==> src/rtl/io_pkg.sv <==
// Shared definitions for the io blocks: button FSM state encoding and the
// bit layout used when the five button event pulses are bundled into one vector.
package io_pkg;

   typedef enum logic [1:0] {
      ST_IDLE   = 2'd0,
      ST_PRESS1 = 2'd1,
      ST_WAIT2  = 2'd2,
      ST_HOLD   = 2'd3
   } state_t;

   localparam int EV_PRESS   = 0;
   localparam int EV_RELEASE = 1;
   localparam int EV_CLICK   = 2;
   localparam int EV_DOUBLE  = 3;
   localparam int EV_LONG    = 4;
   localparam int EV_WIDTH   = 5;

   typedef logic [EV_WIDTH-1:0] event_vec_t;

   function automatic event_vec_t pack_events(input logic press, input logic rel,
                                              input logic click, input logic dbl,
                                              input logic long_p);
      event_vec_t ev;
      ev             = '0;
      ev[EV_PRESS]   = press;
      ev[EV_RELEASE] = rel;
      ev[EV_CLICK]   = click;
      ev[EV_DOUBLE]  = dbl;
      ev[EV_LONG]    = long_p;
      return ev;
   endfunction

endpackage

==> src/rtl/button_event_decoder_if.sv <==
// Bundle of the debounced level input and the decoded event outputs.
// master drives the level and observes events; slave is the decoder side.
interface button_event_decoder_if;
   logic i_level;
   logic o_held;
   logic o_press;
   logic o_release;
   logic o_click;
   logic o_double_click;
   logic o_long_press;

   modport master (
      output i_level,
      input  o_held, o_press, o_release, o_click, o_double_click, o_long_press
   );

   modport slave (
      input  i_level,
      output o_held, o_press, o_release, o_click, o_double_click, o_long_press
   );
endinterface

==> src/rtl/button_event_decoder_edge_detector.sv <==
// Polarity-normalised level sampler: holds the previous sample and flags
// press (rise) / release (fall) edges of the current sample against it.
module edge_detector #(
   parameter logic p_ACTIVE_LOW = 1'b0
) (
   input  logic i_clk,
   input  logic i_rst_n,
   input  logic i_level,
   output logic o_sample,
   output logic o_held,
   output logic o_rise,
   output logic o_fall
);

   logic prev;

   assign o_sample = i_level ^ p_ACTIVE_LOW;

   // Reset value is "released" so a level already pressed at the first edge counts as a press.
   always_ff @(posedge i_clk or negedge i_rst_n) begin
      if (!i_rst_n) begin
         prev <= 1'b0;
      end else begin
         prev <= o_sample;
      end
   end

   assign o_held = prev;
   assign o_rise = o_sample & ~prev;
   assign o_fall = ~o_sample & prev;

endmodule

==> src/rtl/button_event_decoder.sv <==
// Turns a debounced button level into registered single-cycle press, release,
// click, double-click and long-press pulses using one shared interval counter.
module button_event_decoder
   import io_pkg::*;
#(
   parameter int   p_CNT_WIDTH    = 4,
   parameter int   p_LONG_TICKS   = 8,
   parameter int   p_DOUBLE_TICKS = 6,
   parameter logic p_ACTIVE_LOW   = 1'b0
) (
   input  logic           i_clk,
   input  logic           i_rst_n,
   button_event_decoder_if.slave bus
);

   localparam int CNT_MAX = (2 ** p_CNT_WIDTH) - 1;
   localparam logic [p_CNT_WIDTH-1:0] CNT_ONE  = p_CNT_WIDTH'(1);
   localparam logic [p_CNT_WIDTH-1:0] CNT_TOP  = p_CNT_WIDTH'(CNT_MAX);
   localparam logic [p_CNT_WIDTH:0]   LONG_LIM = (p_CNT_WIDTH + 1)'(p_LONG_TICKS);
   localparam logic [p_CNT_WIDTH:0]   DBL_LIM  = (p_CNT_WIDTH + 1)'(p_DOUBLE_TICKS);

   generate
      if (p_LONG_TICKS < 2 || p_LONG_TICKS > CNT_MAX) begin : g_bad_long
         $error("button_event_decoder: p_LONG_TICKS=%0d outside 2..%0d", p_LONG_TICKS, CNT_MAX);
      end
      if (p_DOUBLE_TICKS != 0 && (p_DOUBLE_TICKS < 2 || p_DOUBLE_TICKS > CNT_MAX)) begin : g_bad_dbl
         $error("button_event_decoder: p_DOUBLE_TICKS=%0d must be 0 or 2..%0d", p_DOUBLE_TICKS, CNT_MAX);
      end
   endgenerate

   logic sample, held, rise, fall;

   edge_detector #(
      .p_ACTIVE_LOW (p_ACTIVE_LOW)
   ) u_edge (
      .i_clk    (i_clk),
      .i_rst_n  (i_rst_n),
      .i_level  (bus.i_level),
      .o_sample (sample),
      .o_held   (held),
      .o_rise   (rise),
      .o_fall   (fall)
   );

   state_t                 state, state_nxt;
   logic [p_CNT_WIDTH-1:0] cnt, cnt_nxt, cnt_bump;
   logic [p_CNT_WIDTH:0]   cnt_inc;
   logic                   click_nxt, dbl_nxt, long_nxt;
   logic                   press_q, release_q, click_q, dbl_q, long_q;

   // One extra bit so the threshold compare cannot alias when cnt sits at its maximum.
   assign cnt_inc  = {1'b0, cnt} + (p_CNT_WIDTH + 1)'(1);
   assign cnt_bump = (cnt == CNT_TOP) ? cnt : cnt_inc[p_CNT_WIDTH-1:0];

   always_comb begin
      state_nxt = state;
      cnt_nxt   = cnt;
      click_nxt = 1'b0;
      dbl_nxt   = 1'b0;
      long_nxt  = 1'b0;
      case (state)
         ST_IDLE: begin
            if (rise) begin
               state_nxt = ST_PRESS1;
               cnt_nxt   = CNT_ONE;
            end
         end
         ST_PRESS1: begin
            if (sample) begin
               if (cnt_inc == LONG_LIM) begin
                  state_nxt = ST_HOLD;
                  cnt_nxt   = '0;
                  long_nxt  = 1'b1;
               end else begin
                  cnt_nxt = cnt_bump;
               end
            end else if (p_DOUBLE_TICKS == 0) begin
               state_nxt = ST_IDLE;
               cnt_nxt   = '0;
               click_nxt = 1'b1;
            end else begin
               state_nxt = ST_WAIT2;
               cnt_nxt   = CNT_ONE;
            end
         end
         ST_WAIT2: begin
            // A press on what would be the closing sample still wins as a double-click.
            if (sample) begin
               state_nxt = ST_HOLD;
               cnt_nxt   = '0;
               dbl_nxt   = 1'b1;
            end else if (cnt_inc == DBL_LIM) begin
               state_nxt = ST_IDLE;
               cnt_nxt   = '0;
               click_nxt = 1'b1;
            end else begin
               cnt_nxt = cnt_bump;
            end
         end
         ST_HOLD: begin
            if (fall) begin
               state_nxt = ST_IDLE;
               cnt_nxt   = '0;
            end
         end
         default: begin
            state_nxt = ST_IDLE;
            cnt_nxt   = '0;
         end
      endcase
   end

   always_ff @(posedge i_clk or negedge i_rst_n) begin
      if (!i_rst_n) begin
         state     <= ST_IDLE;
         cnt       <= '0;
         press_q   <= 1'b0;
         release_q <= 1'b0;
         click_q   <= 1'b0;
         dbl_q     <= 1'b0;
         long_q    <= 1'b0;
      end else begin
         state     <= state_nxt;
         cnt       <= cnt_nxt;
         press_q   <= rise;
         release_q <= fall;
         click_q   <= click_nxt;
         dbl_q     <= dbl_nxt;
         long_q    <= long_nxt;
      end
   end

   assign bus.o_held         = held;
   assign bus.o_press        = press_q;
   assign bus.o_release      = release_q;
   assign bus.o_click        = click_q;
   assign bus.o_double_click = dbl_q;
   assign bus.o_long_press   = long_q;

endmodule

==> src/flat_wrapper.sv <==
// flat-port wrapper written by rule: the top's interface ports become plain ports
module button_event_decoder_flat import io_pkg::*;
#(
   parameter int   p_CNT_WIDTH    = 4,
   parameter int   p_LONG_TICKS   = 8,
   parameter int   p_DOUBLE_TICKS = 6,
   parameter logic p_ACTIVE_LOW   = 1'b0
)
  (i_clk, i_rst_n, bus_i_level, bus_o_held, bus_o_press, bus_o_release, bus_o_click, bus_o_double_click, bus_o_long_press);
  button_event_decoder_if bus_i ();
  input  logic i_clk;
  input  logic i_rst_n;
  input wire logic [$bits(bus_i.i_level)-1:0] bus_i_level;
  output wire logic [$bits(bus_i.o_held)-1:0] bus_o_held;
  output wire logic [$bits(bus_i.o_press)-1:0] bus_o_press;
  output wire logic [$bits(bus_i.o_release)-1:0] bus_o_release;
  output wire logic [$bits(bus_i.o_click)-1:0] bus_o_click;
  output wire logic [$bits(bus_i.o_double_click)-1:0] bus_o_double_click;
  output wire logic [$bits(bus_i.o_long_press)-1:0] bus_o_long_press;
  assign bus_i.i_level = bus_i_level;
  assign bus_o_held = bus_i.o_held;
  assign bus_o_press = bus_i.o_press;
  assign bus_o_release = bus_i.o_release;
  assign bus_o_click = bus_i.o_click;
  assign bus_o_double_click = bus_i.o_double_click;
  assign bus_o_long_press = bus_i.o_long_press;
  button_event_decoder #(.p_CNT_WIDTH(p_CNT_WIDTH), .p_LONG_TICKS(p_LONG_TICKS), .p_DOUBLE_TICKS(p_DOUBLE_TICKS), .p_ACTIVE_LOW(p_ACTIVE_LOW)) u_core (.i_clk(i_clk), .i_rst_n(i_rst_n), .bus(bus_i));
endmodule
==> config.mk <==
export PLATFORM = sky130hd
export DESIGN_NAME = button_event_decoder_flat
export DESIGN_NICKNAME = d
export VERILOG_FILES = /design/src/rtl/io_pkg.sv /design/src/rtl/button_event_decoder_if.sv /design/src/rtl/button_event_decoder_edge_detector.sv /design/src/rtl/button_event_decoder.sv /design/src/flat_wrapper.sv
export SDC_FILE = /design/constraint.sdc
export NUM_CORES = 1
export LEC_CHECK = 0
export CELL_PAD_IN_SITES_DETAIL_PLACEMENT = 1
export CELL_PAD_IN_SITES_GLOBAL_PLACEMENT = 1
export CORE_ASPECT_RATIO = 0.7
export CORE_MARGIN = 2
export CORE_UTILIZATION = 36
export CTS_CLUSTER_DIAMETER = 30
export DETAILED_ROUTE_END_ITERATION = 6
export GPL_ROUTABILITY_DRIVEN = 1
export PLACE_DENSITY_LB_ADDON = 0.15
export SLEW_MARGIN = 10
export SYNTH_ARGS = -nofsm -noshare
export SYNTH_HDL_FRONTEND = slang
export SYNTH_SLANG_ARGS = --single-unit
==> constraint.sdc <==
create_clock -name i_clk -period 1.7 [get_ports i_clk]
set_input_delay 0.255 -clock i_clk [delete_from_list [all_inputs] [get_ports i_clk]]
set_output_delay 0.255 -clock i_clk [all_outputs]
set_load 0.01 [all_outputs]
==> results.txt <==
The insertion delay of the later-clocked pin in the worst-skew pair is 280 ps. For the total clock buffers created by CTS, the log shows 3. The met3 demand-to-capacity share in global routing was 6.48%; the number of storage elements in the synthesis netlist was 12. For the area of all placed cells without fillers, the log shows 1080 sq um. The logs give 58.4% for the headroom to the max-slew limit and 995 sq um for the post-place instance area. For the pin with the worst max-slew slack, the measured transition is 622 ps.

Max-cap violations in this run came to 0. In this run switching power makes up 39.0% of total power. The total power density per cell area works out to 1330 nW/um^2. After the first detailed-routing iteration, the DRC count stood at 26. The run gives 16.4% as the share of power burned in the clock network. The count of pins over their slew limit was 0; the peak fanout along the critical path was 5. The logs give 4.13 ps for the worst setup skew after layout and 0 for the total congestion overflow after global routing. The via density per instance is 5.54. Counting every sink on the clock net gives 12. Worst voltage drop across the vdd grid: 0.715 mV. The number of antenna diodes in the final layout is 0.

The count of H-tree levels built during CTS is 1, and the initial antenna violation count is 0. By startpoint and endpoint, the worst setup path is classified as register to register. The run gives 217 as the number of fill cells in the layout. The flow ran to the end, but the final reports show violations. The path class of the tightest hold or removal check is input pin to async pin. The leakage component of the power came out at 0.469 nW. The final critical path takes up 100% of the cycle. The count of flip-flops with a built-in enable after synthesis came out at 0. The run gives 1860 ps as the endpoint required time on the critical path. The floorplan step defined a core boundary enclosing 1920 sq um. The placement row count was 13.

The smallest setup slack after layout was -0.327 ps. In this design, the critical path's most frequently occurring cell is o21ai_1. The run gives 118 as the layout net count.

The number of hold violations in the final report was 0; the number of buffer cells added on primary ports was 8. For met1 alone, demand over resource in global routing was 30.3%. The maximum number of pins on one net before global-route repair was 13. STA classifies the critical path endpoint as a register. Walking the worst path, the cells encountered are ha_2 -> nor3b_2 -> o21ai_1 -> a211oi_1 -> o21ai_1 -> a221o_1. The floorplan step defined a die boundary enclosing 2510 sq um. The die is 42.5 um tall. The worst setup path is launched from a register. After detailed routing, the average wire length per cell comes to 17.2 um.

For this run, the slowest stage of the critical path takes 450 ps. The time the worst path needs with I/O delays and setup works out to 1700 ps. For the fraction of power consumed by combinational cells, the log shows 53.9%. Internal power summed over all cells: 0.000878 W. During I/O placement, the number of pins put on the boundary was 9.

The total power after layout came out at 0.00144 W. The data arrival time of the worst path was 1860 ps; the number of antenna-violating nets in the routed design was 0. In the global route stage, met2 resource usage came out at 29.6%.

Cells fill 56.3% of the core in the end. Total setup violations reported at the end of the flow: 1. Registers are responsible for 29.7% of the overall power. The post-route netlist has 35.1% of its cells at a drive strength greater than 1. The netlist uses 33 different library cells. For this run, the register share of the synthesized area comes to 39.4%.

After technology mapping, the gate count stands at 84. The clock-pin slew on the worst setup and hold paths came out at 80 ps. The via count of the first global-routing pass was 737. The first detailed-routing pass ran for 5 iterations.

The mapped netlist covers 762 sq um. CTS placed an instance of clkbuf_4 at the clock tree root. The first global-routing pass estimated 3740 um of wire.

Average instance area after synthesis: 9.07 sq um. The post-detailed-placement half-perimeter wirelength is 1730 um. The largest individual stage delay along the critical path comes from the cell dfrtp_2. The analysis attributes to net switching a power of 0.000561 W. Most used flip-flop cell after synthesis: dfrtp_1. For this run, design rule violations remaining after detail routing come to 0. The buffer count from post-CTS setup fixing was 0; the number of warning messages in the yosys log was 0.

For this run, asynchronously set or reset flops after synthesis account for 100%. The final reports fail on negative setup slack. The final weighted congestion in routability-driven placement was 0.843.

TritonCTS built the clock tree. Setup repair after global routing could not meet its margin everywhere. The run gives 20.7% as the combined global-route utilization of all metal layers. The post-synthesis to final-layout area growth came out at 41.9%. The starting utilization of the core area is 39.7%.

For this run, the top clock speed supported by timing is 0.588 GHz. The clock passes through at most 2 buffers. The tools report the post-synth net total as 90. The global routing stage identified its most utilized layer as met1.

The final layout contains routed wiring with a total length of 2290 um. Overall die width: 59.0 um. The via total after detailed routing is 737, and the setup slack at placement is -165 ps.
## sequential cells by signal, summed over array words and instances, names as in the netlist
register,cells
u_core.bus.o_double_click,1
u_core.bus.o_release,1
u_core.bus.o_long_press,1
u_core.cnt,4
u_core.u_edge.o_held,1
u_core.bus.o_press,1
u_core.bus.o_click,1
u_core.state,2
## layout make-up
type / instances / area (sq um) / area share, %
Sequential cell: 12 / 303 / 28.0
Inverter: 7 / 26.3 / 2.43
Multi-Input combinational cell: 61 / 465 / 43.1
Tap cell: 22 / 27.5 / 2.55
Clock buffer: 4 / 36.3 / 3.36
Timing Repair Buffer: 27 / 223 / 20.6
## cells in the mapped netlist (all sizes together), types with 3 or more instances
| cell type | number | area, sq um |
|---|---|---|
| dfrtp | 12 | 300 |
| a21oi | 8 | 40.0 |
| o21ai | 8 | 40.0 |
| inv | 7 | 26.3 |
| nand2 | 5 | 18.8 |
| nor2 | 5 | 18.8 |
| nor3 | 5 | 25.0 |
| buf | 4 | 26.3 |
| and3 | 3 | 20.0 |
| ha | 3 | 37.5 |
| nand3 | 3 | 15.0 |
## metal layers
| layer | vias up | wire, um |
|---|---|---|
| met4 | 0 | 0 |
| met2 | 14 | 1000 |
| met3 | 0 | 74 |
| li1 | 355 | - |
| met5 | - | 0 |
| met1 | 368 | 1210 |
## worst paths after layout
path	depth (start not counted)	end	slack [ps]	startpoint
setup / recovery	6	u_core.cnt[0]$_DFFE_PN0P_	-0.3	u_core.cnt[0]$_DFFE_PN0P_
hold / removal	1	u_core.cnt[2]$_DFFE_PN0P_	360	i_rst_n
setup reg to reg	6	u_core.cnt[0]$_DFFE_PN0P_	-0.3	u_core.cnt[0]$_DFFE_PN0P_
hold reg to reg	1	u_core.bus.o_double_click$_DFF_PN0_	530	u_core.state[0]$_DFFE_PN0P_
max in group asynchronous	1	u_core.cnt[0]$_DFFE_PN0P_	900	i_rst_n
min in group i_clk	1	u_core.u_edge.o_held$_DFF_PN0_	520	bus_i_level
## per-stage QoR
stage | hold slack (ps) | setup TNS [ps] | cells
2_1_floorplan | -40.6 | 0 | 84
3_3_place_gp | 511 | -227 | 129
3_5_place_dp | 518 | -406 | 129
4_1_cts | 371 | -9.46 | 133
5_1_grt | 385 | -211 | 133
6_report | 358 | -0.327 | 133
## what timing repair did
item | in CTS | in global routing
pin swaps | 1 | 2
hold buffers | 0 | 0
setup endpoints to repair | 4 | 4
gates resized for setup | 5 | 7
## logic make-up after synthesis
group,share of synthesized area [%]
fa+ha+maj,4.93
buf+inv,6.90
simple gates,25.5
compound gates,20.0
flops,39.4
mux,3.28
## power by group through the flow
stage	logic (W)	registers [W]	clock network, W
floorplan	0.000388	0.000414	0
global placement	0.000691	0.000413	0
detailed placement	0.000710	0.000414	0
CTS	0.000741	0.000419	0.000248
global route	0.000849	0.000437	0.000256
finish	0.000775	0.000428	0.000235
## placed cells by master, fill, tap and decap left out, types with 2 or more instances in the layout
cell type        count
ha_4                 2
nand3b_1             2
buf_4               19
clkdlybuf4s50_1      8
o21ai_0              3
and3_4               2
and2_1               2
a21oi_1              6
nor3_1               5
inv_1                7
nand3_1              3
dfrtp_2              2
clkbuf_4             3
nor2_1               5
nand2_1              5
o21ai_1              5
a21oi_2              2
dfrtp_1             10
## worst max-delay path: cells and delay by family (launching register included)
family,cells,cell delay (ps)
adders and majority gates,1,230
AOI/OAI and AO/OA,4,750
DFF,1,450
and+or+nand+nor,1,170
No activity file was read; power rests on OpenSTA's default activity.
